File: src/rtl/winograd_input_tile_fetcher_if.sv
// PE input-tile bus: a 6x6 signed tile plus its map index bounds, offered
// under a valid/ready handshake. master = tile fetcher, slave = PE.
interface winograd_input_tile_fetcher_if #(
  parameter int unsigned DIM_W = 9
);
  logic signed [7:0] tile_data [0:35];
  logic              tile_valid;
  logic              tile_ready;
  logic [DIM_W-1:0]  low_width_index;
  logic [DIM_W-1:0]  high_width_index;
  logic [DIM_W-1:0]  low_height_index;
  logic [DIM_W-1:0]  high_height_index;

  modport master (
    output tile_data,
    output tile_valid,
    output low_width_index,
    output high_width_index,
    output low_height_index,
    output high_height_index,
    input  tile_ready
  );

  modport slave (
    input  tile_data,
    input  tile_valid,
    input  low_width_index,
    input  high_width_index,
    input  low_height_index,
    input  high_height_index,
    output tile_ready
  );
endinterface

File: src/rtl/winograd_input_tile_fetcher.sv
// Winograd input-tile fetcher: walks a single-channel feature map in an 8-bit
// SRAM, gathers 6x6 tiles at stride 4 (zero-filled outside the map) and hands
// each one to a PE over the tile bus.
module winograd_input_tile_fetcher #(
  parameter int unsigned ADDR_W = 16,
  parameter int unsigned DIM_W  = 9
) (
  input  logic                          clk,
  input  logic                          reset,
  input  logic                          start,
  input  logic [ADDR_W-1:0]             base_addr,
  input  logic [DIM_W-1:0]              fm_width,
  input  logic [DIM_W-1:0]              fm_height,
  output logic                          mem_rd_en,
  output logic [ADDR_W-1:0]             mem_addr,
  input  logic signed [7:0]             mem_rd_data,
  winograd_input_tile_fetcher_if.master tile,
  output logic                          busy,
  output logic                          done
);

  // Coordinates reach 4*ty+5, so two bits wider than a dimension.
  localparam int unsigned CW    = DIM_W + 2;
  // r*W + c needs CW + DIM_W bits.
  localparam int unsigned OFF_W = 2 * DIM_W + 2;

  typedef enum logic [2:0] {StIdle, StFetch, StDrain, StEmit, StDone} state_e;

  state_e             state_q;
  logic [ADDR_W-1:0]  base_q;
  logic [DIM_W-1:0]   w_q, h_q;
  logic [DIM_W-1:0]   tx_q, ty_q;
  logic [5:0]         k_q;
  logic [2:0]         rr_q, cc_q;   // k_q / 6 and k_q % 6, tracked incrementally
  logic [5:0]         k_dly;
  logic               zero_dly;
  logic               wr_dly;

  logic [DIM_W:0]     tiles_x, tiles_y;
  logic               last_x, last_y;
  logic [CW-1:0]      org_x, org_y, row, col;
  logic [CW-1:0]      hi_w_cand, hi_h_cand, w_max, h_max;
  logic               in_bounds;
  logic [OFF_W-1:0]   offset;

  assign tiles_x = ({1'b0, w_q} + (DIM_W+1)'(3)) >> 2;
  assign tiles_y = ({1'b0, h_q} + (DIM_W+1)'(3)) >> 2;
  assign last_x  = ({1'b0, tx_q} + (DIM_W+1)'(1)) >= tiles_x;
  assign last_y  = ({1'b0, ty_q} + (DIM_W+1)'(1)) >= tiles_y;

  assign org_x     = {tx_q, 2'b00};
  assign org_y     = {ty_q, 2'b00};
  assign row       = org_y + CW'(rr_q);
  assign col       = org_x + CW'(cc_q);
  assign in_bounds = (row < CW'(h_q)) && (col < CW'(w_q));

  // Offset kept wide; only the final base add wraps to the address width.
  assign offset    = OFF_W'(row) * OFF_W'(w_q) + OFF_W'(col);
  assign mem_rd_en = (state_q == StFetch) && in_bounds;
  assign mem_addr  = mem_rd_en ? base_q + ADDR_W'(offset) : '0;

  assign hi_w_cand = org_x + CW'(5);
  assign hi_h_cand = org_y + CW'(5);
  assign w_max     = CW'(w_q) - CW'(1);
  assign h_max     = CW'(h_q) - CW'(1);

  // Read-data capture: the element issued last cycle lands in its tile slot.
  always_ff @(posedge clk or posedge reset) begin
    if (reset) begin
      wr_dly   <= 1'b0;
      zero_dly <= 1'b0;
      k_dly    <= '0;
      for (int i = 0; i < 36; i++) begin
        tile.tile_data[i] <= '0;
      end
    end else begin
      wr_dly   <= (state_q == StFetch);
      zero_dly <= !in_bounds;
      k_dly    <= k_q;
      if (wr_dly) begin
        tile.tile_data[k_dly] <= zero_dly ? 8'sd0 : mem_rd_data;
      end
    end
  end

  // Control FSM with registered handshake, index and status outputs.
  always_ff @(posedge clk or posedge reset) begin
    if (reset) begin
      state_q                <= StIdle;
      base_q                 <= '0;
      w_q                    <= '0;
      h_q                    <= '0;
      tx_q                   <= '0;
      ty_q                   <= '0;
      k_q                    <= '0;
      rr_q                   <= '0;
      cc_q                   <= '0;
      tile.tile_valid        <= 1'b0;
      tile.low_width_index   <= '0;
      tile.high_width_index  <= '0;
      tile.low_height_index  <= '0;
      tile.high_height_index <= '0;
      busy                   <= 1'b0;
      done                   <= 1'b0;
    end else begin
      unique case (state_q)
        StIdle: begin
          if (start) begin
            base_q <= base_addr;
            w_q    <= fm_width;
            h_q    <= fm_height;
            tx_q   <= '0;
            ty_q   <= '0;
            k_q    <= '0;
            rr_q   <= '0;
            cc_q   <= '0;
            busy   <= 1'b1;
            if (fm_width == '0 || fm_height == '0) begin
              state_q <= StDone;
              done    <= 1'b1;
            end else begin
              state_q <= StFetch;
            end
          end
        end
        StFetch: begin
          if (k_q == 6'd35) begin
            state_q <= StDrain;
          end else begin
            k_q <= k_q + 6'd1;
            if (cc_q == 3'd5) begin
              cc_q <= '0;
              rr_q <= rr_q + 3'd1;
            end else begin
              cc_q <= cc_q + 3'd1;
            end
          end
        end
        // Last element's read data arrives during this cycle.
        StDrain: begin
          state_q                <= StEmit;
          tile.tile_valid        <= 1'b1;
          tile.low_width_index   <= DIM_W'(org_x);
          tile.high_width_index  <= DIM_W'((hi_w_cand < w_max) ? hi_w_cand : w_max);
          tile.low_height_index  <= DIM_W'(org_y);
          tile.high_height_index <= DIM_W'((hi_h_cand < h_max) ? hi_h_cand : h_max);
        end
        StEmit: begin
          if (tile.tile_ready) begin
            tile.tile_valid <= 1'b0;
            k_q             <= '0;
            rr_q            <= '0;
            cc_q            <= '0;
            if (!last_x) begin
              tx_q    <= tx_q + 1'b1;
              state_q <= StFetch;
            end else if (!last_y) begin
              tx_q    <= '0;
              ty_q    <= ty_q + 1'b1;
              state_q <= StFetch;
            end else begin
              state_q <= StDone;
              done    <= 1'b1;
            end
          end
        end
        StDone: begin
          done    <= 1'b0;
          busy    <= 1'b0;
          state_q <= StIdle;
        end
        default: begin
          state_q <= StIdle;
        end
      endcase
    end
  end

endmodule
File: src/flat_wrapper.sv
// flat-port wrapper written by rule: the top's interface ports become plain ports
module winograd_input_tile_fetcher_flat 
#(
  parameter int unsigned ADDR_W = 16,
  parameter int unsigned DIM_W  = 9
)
  (clk, reset, start, base_addr, fm_width, fm_height, mem_rd_en, mem_addr, mem_rd_data, busy, done, tile_tile_data, tile_tile_valid, tile_low_width_index, tile_high_width_index, tile_low_height_index, tile_high_height_index, tile_tile_ready);
  winograd_input_tile_fetcher_if #(.DIM_W(DIM_W)) tile_i ();
  input  logic clk;
  input  logic reset;
  input  logic start;
  input  logic [ADDR_W-1:0] base_addr;
  input  logic [DIM_W-1:0] fm_width;
  input  logic [DIM_W-1:0] fm_height;
  output logic mem_rd_en;
  output logic [ADDR_W-1:0] mem_addr;
  input  logic signed [7:0] mem_rd_data;
  output logic busy;
  output logic done;
  output wire logic [$bits(tile_i.tile_data)-1:0] tile_tile_data;
  output wire logic [$bits(tile_i.tile_valid)-1:0] tile_tile_valid;
  output wire logic [$bits(tile_i.low_width_index)-1:0] tile_low_width_index;
  output wire logic [$bits(tile_i.high_width_index)-1:0] tile_high_width_index;
  output wire logic [$bits(tile_i.low_height_index)-1:0] tile_low_height_index;
  output wire logic [$bits(tile_i.high_height_index)-1:0] tile_high_height_index;
  input wire logic [$bits(tile_i.tile_ready)-1:0] tile_tile_ready;
  assign tile_tile_data = {>>{tile_i.tile_data}};
  assign tile_tile_valid = tile_i.tile_valid;
  assign tile_low_width_index = tile_i.low_width_index;
  assign tile_high_width_index = tile_i.high_width_index;
  assign tile_low_height_index = tile_i.low_height_index;
  assign tile_high_height_index = tile_i.high_height_index;
  assign tile_i.tile_ready = tile_tile_ready;
  winograd_input_tile_fetcher #(.ADDR_W(ADDR_W), .DIM_W(DIM_W)) u_core (.clk(clk), .reset(reset), .start(start), .base_addr(base_addr), .fm_width(fm_width), .fm_height(fm_height), .mem_rd_en(mem_rd_en), .mem_addr(mem_addr), .mem_rd_data(mem_rd_data), .tile(tile_i), .busy(busy), .done(done));
endmodule
File: config.mk
export PLATFORM = sky130hd
export DESIGN_NAME = winograd_input_tile_fetcher_flat
export DESIGN_NICKNAME = d
export VERILOG_FILES = /design/src/rtl/winograd_input_tile_fetcher_if.sv /design/src/rtl/winograd_input_tile_fetcher.sv /design/src/flat_wrapper.sv
export SDC_FILE = /design/constraint.sdc
export NUM_CORES = 1
export LEC_CHECK = 0
export BUFFER_PORTS_ARGS = -buffer_cell sky130_fd_sc_hd__buf_2
export CAP_MARGIN = 10
export CORE_ASPECT_RATIO = 1.1
export CORE_UTILIZATION = 61
export DETAILED_ROUTE_END_ITERATION = 8
export HOLD_SLACK_MARGIN = 0.02
export PLACE_DENSITY = 0.82
export SETUP_SLACK_MARGIN = 0.3
export SLEW_MARGIN = 20
export SYNTH_ARGS = -nofsm -noshare
export SYNTH_HDL_FRONTEND = slang
export SYNTH_SLANG_ARGS = --single-unit
File: constraint.sdc
create_clock -name clk -period 20.5 [get_ports clk]
set_clock_uncertainty 0.05 [all_clocks]
set_input_delay 1.025 -clock clk [delete_from_list [all_inputs] [get_ports clk]]
set_output_delay 1.025 -clock clk [all_outputs]
set_load 0.005 [all_outputs]
* Yosys cells after proc, flatten, opt, wreduce, memory -nomap -nowiden
Index checks and enable logic that the tools add are counted.
Storage, ports and cells: output and inout port bits 344, input bits 46, logic and storage cells 165, flip-flop bits (word level) 398
Cells by class: multipliers 1, reductions and logical operators 22, order comparisons 8, eq/ne operators 16, bitwise logic cells 1, $add $sub $neg 17, muxes and demuxes 45
Operator list (count):
- $bwmux W288 | 1
- $mux W9 | 9
- $demux W8 S6 | 1
- $mux W3 | 12
- $pmux W9 S2 | 2
- $add A11 B3 Y11 | 2
- $add A11 B3 Y11 const B | 2
- $lt A11 B11 Y1 | 2
- $lt A11 B9 Y1 | 2
- $add A9 B1 Y10 const B | 2
- $add A9 B2 Y10 const B | 2
- $ge A10 B8 Y1 | 2
- $sub A9 B1 Y10 const B | 2
- $add A9 B1 Y9 const B | 2
- $logic_not A9 Y1 | 2
- $mux W6 | 3
- $pmux W3 S3 | 2
- $pmux W6 S3 | 1
- $add A16 B11 Y16 | 1
- $add A16 B16 Y16 | 1
- $mul A11 B9 Y16 | 1
- $mux W16 | 1
- $mux W8 | 2
- $ne A2 B2 Y1 const B | 6
- other kinds (26) | 47

* Longest topological paths before layout
Gate-level depths: netlist (run 1).
word-level depth 6, depth in mapped cells 22

* Least setup slack after synthesis (run 1)
Ideal clock, no wire load.
kind register -> output, start point reg u_core.ty_q[0], end point out mem_addr[12], path buffers 0, arrival 5.429 ns, path slack 13.996 ns, stages on the path, launching flop included 22, data required time 19.425 ns, cells stage by stage dfrtp_1 ha_1 ha_1 nand3_1 or3_1 nand2_1 nand2_1 fa_1 inv_1 fa_1 fa_1 fa_1 inv_1 fa_1 inv_1 ha_1 a21oi_1 o21a_1 a31oi_1 a21oi_1 xor2_1 nor2_1
On the way: cells in the longest elaborated chain, start to end 5, elaborated cells on any way between the ends 8, classes of those cells 3 x add/sub; 1 x mul; 1 x order compare; 1 x mux; 2 x reduce/logical
RTL lines:
- start: declaration | RTL line winograd_input_tile_fetcher.sv:32 | logic [DIM_W-1:0] tx_q, ty_q;
- start signal: assignment | RTL line winograd_input_tile_fetcher.sv:159 | ty_q <= ty_q + 1'b1;
- $add A11 B3 Y11 (*) | RTL line winograd_input_tile_fetcher.sv:53 | assign row = org_y + CW'(rr_q);
- $mul A11 B9 Y16 / $lt A11 B9 Y1 (equally long branches) | RTL line winograd_input_tile_fetcher.sv:58, winograd_input_tile_fetcher.sv:55
- $add A16 B11 Y16 / $logic_and A1 B1 Y1 (equally long branches) | RTL line winograd_input_tile_fetcher.sv:58, winograd_input_tile_fetcher.sv:55
- $add A16 B16 Y16 / $logic_and A1 B1 Y1 (equally long branches) | RTL line winograd_input_tile_fetcher.sv:60, winograd_input_tile_fetcher.sv:59
- $mux W16 (*) | RTL line winograd_input_tile_fetcher.sv:60 | assign mem_addr = mem_rd_en ? base_q + ADDR_W'(offset) : '0;
- end: declaration | RTL line flat_wrapper.sv:16 | output logic [ADDR_W-1:0] mem_addr;
Mark *: on every way between the ends. The rest lies on a longest branch, timed or not.

* Worst setup path in the final report (run 1)
start point reg u_core.ty_q[0], end point out mem_addr[15]
The elaborated chain is that of the path after synthesis.

==> flow_summary.json, run 1 <==
{
  "cts_buffer_depth": 3,
  "cp.depth": 23,
  "tightest_slew_ns": 1.08,
  "core_area_um2": 33500,
  "avgSynthCellArea_um2": 10.5,
  "cts_tree": "done",
  "status": "finished clean",
  "crit_family": "adder cells",
  "first_iter_violations": 1244,
  "setup_violations": 0,
  "synth_seq_cells": 398,
  "initial_core_util_pct": 62.4,
  "endpoint_kind": "output pin",
  "fin_area_um2": 24400,
  "finalCriticalPeriod_ns": 8.04,
  "num_vias": 16198,
  "tns_ns": 0,
  "globalplace.congestion": 0.937,
  "grt_overflow_total": 0,
  "power.total_mw": 3.46,
  "antenna_found_initial": 3,
  "cts_resized": 0,
  "yosys_warnings": 0,
  "num_rows": 70,
  "synth_edf_count": 0,
  "ir_drop_uv": 184,
  "synth.distinct_cells": 74,
  "leakagePower_nw": 12.6,
  "yosysMostFrequentCell": "dfrtp_1",
  "drive_above_1_share_pct": 27.4,
  "synthesis.area_um2": 20900,
  "multi_input_area_um2": 9940,
  "async_reset_ff_share_pct": 100,
  "synth_ff_type": "dfrtp_1",
  "drv_cap": 0,
  "drt-total-wl_mm": 57.5,
  "synthTopCellsByArea": "dfrtp_1 (48%), mux2_2 (8.2%), fa_1 (7.8%)",
  "die_width_um": 179,
  "hold_start": "u_core.k_q[5]",
  "hold_viol": 0,
  "reg2regPathDepth": 13,
  "hpwl_mm": 42.2,
  "grt_use_total_pct": 33.6,
  "powerDensity_nw_per_um2": 142,
  "cp_max_fo": 10,
  "cts_setup_buffers": 0,
  "worstSetupStartpoint": "u_core.ty_q[0]",
  "pin_count": 390,
  "seq_area_um2": 9960,
  "cts.sinks": 398,
  "drcViolationCount": 0,
  "start_kind": "flip-flop",
  "critPathSlowestCell": "xnor2_1",
  "worstSkewPairLatency_ns": 0.55,
  "grt_start_max_net_pins": 139,
  "rsz0062_at_grt": "false",
  "synth_commonest_cells": "dfrtp_1 (398), nand2_1 (329), o21ai_0 (227)",
  "cts_max_level": 2,
  "placed_cell_area_um2": 23000,
  "holdBufCountCts": 0,
  "worstSetupPathType": "flip-flop to output pin",
  "rr_startpoint": "u_core.w_q[3]",
  "fillCellCount": 2379,
  "final-max-slew-violation-count": 0,
  "path_cells": "ha_1 -> ha_1 -> nand3_1 -> xnor2_1 -> nand2_1 -> fa_1 -> inv_1 -> fa_1 -> inv_1 -> fa_1 -> inv_1 -> fa_1 -> inv_1 -> fa_1 -> inv_1 -> ha_1 -> o21a_1 -> o21ai_0 -> o21bai_1 -> a21oi_1 -> xnor2_1 -> nor2_1 -> buf_2",
  "crit_required_ns": 19.43,
  "die_h_um": 196,
  "port_buffers": 385,
  "yosys.area.top_type_share_pct": 47.6,
  "seq_area_frac_synth_pct": 47.6,
  "slew_headroom_pct": 28.1,
  "dr.pass1.iters": 6,
  "min_path_type": "flip-flop to flip-flop",
  "worst-path-buf-inv": 6,
  "worst_hold_path.num_cells": 0,
  "wl_per_cell_um": 20.6,
  "nets": 2552,
  "cp_slowest_stage_delay_ns": 0.81,
  "first_global_vias": 16112,
  "syn2layout_area_growth_pct": 16.4,
  "synthCells": 1989,
  "yosys.area.top_type": "dfrtp_1",
  "cts_root_buffer": "clkbuf_16",
  "final_antenna_net_count": 0,
  "fin_crit_sh_pct": 39.2,
  "fmax_mhz": 124,
  "numCtsBuffers": 41,
  "grt_pass1_wl_mm": 90.1,
  "vias_per_cell": 5.80,
  "die-area_um2": 35100,
  "clk_pin_slew_ns": 0.06,
  "worstPathArrival_ns": 6.96
}
cells in the final DEF, fill, tap and decap left out, types with 5 or more instances in the layout:
master	count
dfrtp_1	398
buf_2	385
nand2_1	329
o21ai_0	227
mux2_2	153
inv_1	152
ha_1	97
fa_1	82
nor2_1	74
xnor2_1	57
clkbuf_16	42
a21oi_1	33
and2_1	31
xor2_1	20
nand3_1	19
nand2b_1	17
a21o_1	17
nand4_1	15
nor3_1	14
nor2b_1	12
clkbuf_1	11
buf_4	11
nor2_2	10
nor4_1	9
and3_1	8
nor3b_1	7
a211oi_1	7
mux2i_1	6
or3_1	6
o21a_1	5
o22ai_1	5
clkbuf_8	5
final timing paths:
path	endpoint	slack, ns
min in group asynchronous	u_core.tile.high_height_index[5]	0.67
setup reg to reg	u_core.ty_q[3]	16.10
hold / removal	u_core.k_dly[5]	0.38
setup / recovery	mem_addr[15]	12.46
max in group asynchronous	u_core.tile.tile_data[23]	17.51
hold reg to reg	u_core.k_dly[5]	0.38
report_power, final:
part | total, mW | switching (mW) | internal [mW]
Combinational | 1.52 | 0.883 | 0.637
Sequential | 1.20 | 0.196 | 1.01
Clock | 0.735 | 0.313 | 0.422
state kept, by name (all words and copies together) (netlist names):
signal,flops
u_core.base_q,16
u_core.busy,1
u_core.cc_q,3
u_core.done,1
u_core.h_q,9
u_core.k_dly,6
u_core.k_q,6
u_core.rr_q,3
u_core.state_q,3
u_core.tile.high_height_index,9
u_core.tile.high_width_index,9
u_core.tile.low_height_index,7
u_core.tile.low_width_index,7
u_core.tile.tile_data,288
u_core.tile.tile_valid,1
u_core.tx_q,9
u_core.ty_q,9
u_core.w_q,9
u_core.wr_dly,1
u_core.zero_dly,1
routing by layer:
layer | up-vias | part of all wire [%] | track usage, %
met2 | 736 | 51 | 58.3
met3 | 165 | 7.3 | 5.89
met1 | 8012 | 37 | 40.7
met4 | 0 | 4.7 | 15.3
met5 | - | 0 | 0
li1 | 7285 | - | -
area by class of cell:
type | instances | share of cell area, %
flip-flops and latches | 398 | 40.9
multi-input cells | 1333 | 40.8
repair buffers | 396 | 8.25
clock buffers | 58 | 4.76
inverters | 157 | 2.45
well taps | 432 | 2.22
clock inverters | 14 | 0.626
diodes | 3 | 0.0308
logic make-up (layout without fill, tap and decap cells):
family	Yosys count	in the layout	synth area share, %
AND/OR/NAND/NOR	579	579	12.7
adder cells (fa/ha/maj)	179	179	13.6
AO/OA/AOI/OAI	334	334	9.16
buffers and inverters	261	625	5.07
XOR/XNOR	78	78	3.33
flip-flops	398	398	47.6
multiplexers	159	159	8.52
other	1	7	0.0179
metrics by stage:
stage | hold WS (ns) | util [%] | instances | worst slack, ns
floorplan | 0.332 | - | 1992 | 8.36
global placement | 0.359 | 68.7 | 2716 | 13.25
detailed placement | 0.370 | 68.7 | 2716 | 13.09
CTS | 0.384 | 72.6 | 2788 | 12.50
global route | 0.395 | 72.6 | 2791 | 12.18
finish | 0.380 | 72.6 | 2791 | 12.46
(Power assumes the default switching activity.)
==> run 2, diff against run 1 <==
--- a/config.mk
+++ b/config.mk
@@ -5,13 +5,14 @@
 export SDC_FILE = /design/constraint.sdc
 export NUM_CORES = 1
 export LEC_CHECK = 0
+export ABC_AREA = 1
 export BUFFER_PORTS_ARGS = -buffer_cell sky130_fd_sc_hd__buf_2
 export CAP_MARGIN = 10
 export CORE_ASPECT_RATIO = 1.1
-export CORE_UTILIZATION = 61
+export CORE_UTILIZATION = 56
 export DETAILED_ROUTE_END_ITERATION = 8
 export HOLD_SLACK_MARGIN = 0.02
-export PLACE_DENSITY = 0.82
+export PLACE_DENSITY = 0.76
 export SETUP_SLACK_MARGIN = 0.3
 export SLEW_MARGIN = 20
 export SYNTH_ARGS = -nofsm -noshare
==> constraint.sdc (replaced) <==
create_clock -name clk -period 8 [get_ports clk]
set_clock_uncertainty 0.05 [all_clocks]
set_input_delay 0.4 -clock clk [delete_from_list [all_inputs] [get_ports clk]]
set_output_delay 0.4 -clock clk [all_outputs]
set_load 0.005 [all_outputs]
==> flow_summary.json, run 2 <==
{
  "placedCellCount": 3097,
  "cts_root_buffer": "clkbuf_16",
  "hpwl_mm": 41.9,
  "setup_ws_ns": 0.950,
  "num_rows": 73,
  "die_width_um": 186,
  "finalCriticalPeriod_ns": 7.05,
  "pin_count": 390,
  "yosysMostFrequentCell": "nand2_1",
  "grt_use_total_pct": 31.3,
  "yosys.area.top_type": "dfrtp_1",
  "core_area_um2": 36400,
  "synth.distinct_cells": 50,
  "start_kind": "flip-flop",
  "synth_edf_count": 0,
  "fin_crit_sh_pct": 88.1,
  "dr.pass1.iters": 5,
  "nets": 2890,
  "drv_cap": 0,
  "drive_above_1_share_pct": 20.4,
  "async_reset_ff_share_pct": 100,
  "synth_seq_cells": 398,
  "multi_input_area_um2": 9530,
  "largest_register_ffs": 288,
  "first_global_vias": 17093,
  "reg_top3": "u_core.tile.tile_data x288, u_core.base_q x16",
  "place_worst_setup_slack_ns": 1.58,
  "yosys.area_share.simple_pct": 17.3,
  "avgSynthCellArea_um2": 8.99,
  "cts_max_level": 2,
  "drt-total-wl_mm": 58.6,
  "cts_resized": 0,
  "final-max-slew-violation-count": 0,
  "initial_core_util_pct": 57.3,
  "reg2regPathDepth": 13,
  "tns_ns": 0,
  "worst_hold_path.num_cells": 2,
  "fmax_mhz": 142,
  "final_common_cell": "nand2_1",
  "clk_pin_slew_ns": 0.06,
  "slew_headroom_pct": 32.2,
  "mostFrequentLayoutCells": "nand2_1 (602), dfrtp_1 (398), buf_2 (385)",
  "r2r-end": "u_core.tile.high_width_index[6]",
  "worstPathArrival_ns": 6.60,
  "stdcell_count": 3178,
  "synthesis.area_um2": 20800,
  "rsz0062_at_grt": "false",
  "post-route-util_pct": 67.4,
  "globalplace.congestion": 0.966,
  "powerDensity_nw_per_um2": 352,
  "cts_setup_buffers": 0,
  "cts_tree": "done",
  "synthCells": 2317,
  "die_h_um": 204,
  "cp_max_fo": 6,
  "hold_end": "u_core.base_q[8]",
  "synth_compound_area_share_pct": 11.5,
  "synthTopCellsByArea": "dfrtp_1 (48%), nand2_1 (11%), o21ai_0 (8.1%)",
  "hold_viol": 0,
  "fillCellCount": 3027,
  "seq_area_frac_synth_pct": 47.8,
  "top_register": "u_core.tile.tile_data",
  "min_path_type": "primary input to flip-flop",
  "setup_violations": 0,
  "synth_mux_area_share_pct": 0.703,
  "die-area_um2": 38000,
  "rr_startpoint": "u_core.w_q[1]",
  "syn2layout_area_growth_pct": 17.7,
  "num_vias": 17460,
  "tightest_slew_ns": 1.02,
  "grt_start_max_net_pins": 189,
  "seq_area_um2": 9960,
  "wl_per_cell_um": 18.5,
  "endpoint_kind": "output pin",
  "grt_overflow_total": 0,
  "drcViolationCount": 0,
  "hold_start": "base_addr[8]",
  "numCtsBuffers": 41,
  "synth_ff_type": "dfrtp_1",
  "cts_buffer_depth": 3,
  "cts.sinks": 398,
  "synthAdderAreaFrac_pct": 13.7,
  "grt_pass1_wl_mm": 91.2,
  "yosys.area.top_type_share_pct": 47.8,
  "worstSkewPairLatency_ns": 0.55,
  "ir_drop_uv": 224,
  "leakagePower_nw": 13.1,
  "synth_top_family_by_area": "simple AND/OR/NAND/NOR gates",
  "yosys_warnings": 0,
  "worstSetupPathType": "flip-flop to output pin",
  "rrSetupSlack_ns": 4.33,
  "status": "finished clean",
  "crit_required_ns": 7.55,
  "synth_commonest_cells": "nand2_1 (610), dfrtp_1 (398), o21ai_0 (339)",
  "vias_per_cell": 5.49,
  "synth_xor_area_share_pct": 2.35,
  "antennaDiodeCount": 0,
  "antenna_found_initial": 0,
  "port_buffers": 385,
  "first_iter_violations": 1255,
  "final_antenna_net_count": 0
}
run 2: changes by cell type in the layout (fill, tap and decap cells not counted), sizes merged, moves of 32 or more:
cell	delta
a21oi	+38
and2	-32
inv	+97
mux2	-140
nand2	+300
nor2	+40
o21ai	+134
xnor2	-48
run 2: cells by family after synthesis:
| family | after synthesis |
|---|---|
| XOR/XNOR | 56 |
| flip-flops | 398 |
| buffers and inverters | 354 |
| other | 1 |
| adder cells (fa/ha/maj) | 179 |
| AND/OR/NAND/NOR | 860 |
| multiplexers | 13 |
| AO/OA/AOI/OAI | 456 |
run 2: repair_timing:
item / 4_1_cts / 5_1_grt
hold endpoints to repair: 12 / 0
endpoints found under the setup margin: 0 / 0
hold buffers: 12 / 0
run 2: critical path, cell delays in order (launching register included):
cell      delay [ns]
dfrtp_1         0.45
ha_1            0.25
ha_1            0.24
nand2_1         0.09
inv_1           0.04
nor2_1          0.42
inv_1           0.22
nor2_1          0.18
fa_1            0.45
inv_1           0.08
fa_1            0.40
inv_1           0.09
fa_1            0.41
fa_1            0.55
inv_1           0.06
fa_1            0.53
inv_1           0.04
ha_1            0.32
nand2_1         0.08
nor3_1          0.23
nand2_1         0.11
a21boi_0        0.28
o21ai_0         0.12
nand2_1         0.09
a21oi_1         0.07
o21a_1          0.14
buf_2           0.12
run 2: layer usage:
metal	vias to the layer above	track usage, %	share of wire (%)	wire length, µm
li1	8098	-	-	-
met1	8451	35.9	37	21800
met2	718	54.4	50	29100
met3	193	5.63	6.9	4030
met4	0	18.1	6.2	3640
met5	-	0	0	0
run 2: power breakdown:
part           switching [mW]  leakage [nW]  internal, mW  total [mW]
Clock                   0.811         0.667          1.13        1.94
Combinational            2.28          7.76          1.43        3.71
Sequential              0.426          4.71          2.54        2.97
run 2: final cells by class:
type	instances	area share, %
flip-flops and latches	398	40.6
multi-input cells	1568	38.9
clock buffers	55	4.77
well taps	487	2.49
clock inverters	14	0.740
repair buffers	402	8.61
inverters	254	3.91
run 2: through the flow:
| step | area [µm²] | power (mW) | hold WS, ns |
|---|---|---|---|
| final | 24500 | 8.62 | 0.0462 |
| after CTS | 24500 | 8.65 | 0.0234 |
| after floorplan | 20800 | 5.37 | 0.338 |
| after detailed placement | 23000 | 6.67 | 0.380 |
| after global placement | 23000 | 6.53 | 0.363 |
| after global routing | 24500 | 9.34 | 0.0463 |
run 2: worst max path at each step:
stage,start,endpoint,slack (ns),cells past startpoint
final,u_core.ty_q[0],mem_addr[12],0.95,26
after global routing,u_core.ty_q[0],mem_addr[12],0.50,27
after CTS,u_core.ty_q[0],mem_addr[12],0.98,26
after detailed placement,u_core.ty_q[0],mem_addr[12],1.58,26
after global placement,u_core.ty_q[0],mem_addr[15],1.70,26
after floorplan,reset,u_core.base_q[0],2.19,1
==> run 3, diff against run 2 <==
--- a/config.mk
+++ b/config.mk
@@ -13,6 +13,7 @@
 export DETAILED_ROUTE_END_ITERATION = 8
 export HOLD_SLACK_MARGIN = 0.02
 export PLACE_DENSITY = 0.76
+export RECOVER_POWER = 25
 export SETUP_SLACK_MARGIN = 0.3
 export SLEW_MARGIN = 20
 export SYNTH_ARGS = -nofsm -noshare
==> constraint.sdc (replaced) <==
create_clock -name clk -period 7.45 [get_ports clk]
set_clock_uncertainty 0.05 [all_clocks]
set_input_delay 0.3725 -clock clk [delete_from_list [all_inputs] [get_ports clk]]
set_output_delay 0.3725 -clock clk [all_outputs]
set_load 0.005 [all_outputs]
==> flow_summary.json, run 3 (synthesis gave the netlist of run 2 again) <==
{
  "status": "finished, violations left",
  "violations": "capacitance limit, slew limit",
  "cts_root_buffer": "clkbuf_16",
  "dr.pass1.iters": 8,
  "worstSkewPairLatency_ns": 0.58,
  "pin_count": 390,
  "worstPathArrival_ns": 6.34,
  "mostFrequentLayoutCells": "nand2_1 (601), dfrtp_1 (396), o21ai_0 (338)",
  "ir_drop_uv": 279,
  "final-max-slew-violation-count": 40,
  "worstSetupStartpoint": "u_core.ty_q[0]",
  "multi_input_area_um2": 9550,
  "final_antenna_net_count": 0,
  "min_path_type": "primary input to flip-flop",
  "worstSetupPathType": "flip-flop to output pin",
  "slew_headroom_pct": -27.4,
  "fmax_mhz": 148,
  "vias_per_cell": 5.50,
  "power.total_mw": 9.30,
  "die_h_um": 204,
  "cts_max_level": 2,
  "port_buffers": 385,
  "seq_area_um2": 9960,
  "fin_crit_sh_pct": 90.8,
  "endpoint_kind": "output pin",
  "globalplace.congestion": 0.968,
  "leakagePower_nw": 12.7,
  "place_worst_setup_slack_ns": 0.983,
  "crit_required_ns": 7.03,
  "first_global_vias": 17404,
  "grt_start_max_net_pins": 192,
  "grt_overflow_total": 0,
  "placed_cell_area_um2": 23000,
  "tightest_slew_ns": 1.90,
  "cts.sinks": 398,
  "tns_ns": 0,
  "cts_tree": "done",
  "rrSetupSlack_ns": 3.78,
  "finalCriticalPeriod_ns": 6.77,
  "numCtsBuffers": 41,
  "first_iter_violations": 1345,
  "clk_pin_slew_ns": 0.06,
  "drive_above_1_share_pct": 13.8,
  "num_rows": 73,
  "r2r-end": "u_core.ty_q[2]",
  "num_vias": 17585,
  "reg_top3": "u_core.tile.tile_data x288, u_core.base_q x16",
  "cp_slowest_stage_delay_ns": 0.54,
  "rsz0062_at_grt": "false",
  "critPathSlowestCell": "fa_1",
  "rr_startpoint": "u_core.w_q[0]",
  "core_area_um2": 36400,
  "drcViolationCount": 0,
  "syn2layout_area_growth_pct": 17.7,
  "top_register": "u_core.tile.tile_data",
  "grt_use_total_pct": 31.6,
  "antennaDiodeCount": 0,
  "setup_violations": 0,
  "hold_viol": 0,
  "post-route-util_pct": 67.5,
  "timing.hold.ws_ns": 0.0438,
  "cts_buffer_depth": 3,
  "stdcell_count": 3200,
  "drv_cap": 1,
  "cp_common_cell": "inv_1",
  "reg2regPathDepth": 14,
  "grt_pass1_wl_mm": 92.0,
  "die-area_um2": 38000,
  "wl_per_cell_um": 18.6,
  "drt-total-wl_mm": 59.6,
  "fin_area_um2": 24500,
  "setup_ws_ns": 0.684,
  "initial_core_util_pct": 57.3,
  "hpwl_mm": 42.2,
  "largest_register_ffs": 288,
  "antenna_found_initial": 0,
  "fillCellCount": 3084,
  "cp_max_fo": 6,
  "final_common_cell": "nand2_1",
  "powerDensity_nw_per_um2": 379,
  "crit_path_end": "mem_addr[15]",
  "die_width_um": 186,
  "start_kind": "flip-flop",
  "nets": 2909,
  "placedCellCount": 3095
}
[run 3: layout make-up]
cell class / count / area share [%]
Clock buffer: 59 / 4.70
Clock inverter: 13 / 0.928
Inverter: 254 / 3.90
Multi-Input combinational cell: 1568 / 38.9
Sequential cell: 398 / 40.6
Tap cell: 487 / 2.48
Timing Repair Buffer: 421 / 8.47
[run 3: report_power, final]
part           switching (mW)  internal, mW
clock network           0.889          1.23
logic                    2.49          1.49
registers               0.467          2.73
[run 3: worst max-delay path: cells and delay by family, from the launching register on]
kind	cells	cell delay, ns
flip-flops	1	0.44
buffers and inverters	9	0.69
AND/OR/NAND/NOR	13	1.29
adder cells (fa/ha/maj)	8	3.35
[run 3: what timing repair did]
action | CTS | global route
setup buffers | 0 | 1
gates resized for setup | 0 | 12
endpoints found under the hold margin | 70 | 0
setup endpoints to repair | 0 | 5
hold buffers | 32 | 0
[run 3: routing by layer]
| layer | wire, µm | GRT usage (%) | part of all wire [%] | vias to the layer above |
|---|---|---|---|---|
| met5 | 0 | 0 | 0 | - |
| met4 | 3720 | 19.1 | 6.2 | 0 |
| met3 | 4000 | 5.51 | 6.7 | 203 |
| met2 | 29800 | 55.2 | 50 | 698 |
| met1 | 22100 | 35.9 | 37 | 8540 |
| li1 | - | - | - | 8144 |
[run 3: worst min path at each step]
| stage | slack, ns | end | cells past startpoint | startpoint |
|---|---|---|---|---|
| 6_report | 0.04 | u_core.w_q[6] | 3 | fm_width[6] |
| 5_1_grt | 0.04 | u_core.w_q[6] | 3 | fm_width[6] |
| 4_1_cts | 0.02 | u_core.w_q[6] | 3 | fm_width[6] |
| 3_5_place_dp | 0.38 | u_core.k_dly[5] | 0 | u_core.k_q[5] |
| 3_3_place_gp | 0.36 | u_core.k_dly[5] | 0 | u_core.k_q[5] |
| 2_1_floorplan | 0.34 | u_core.k_dly[5] | 0 | u_core.k_q[5] |
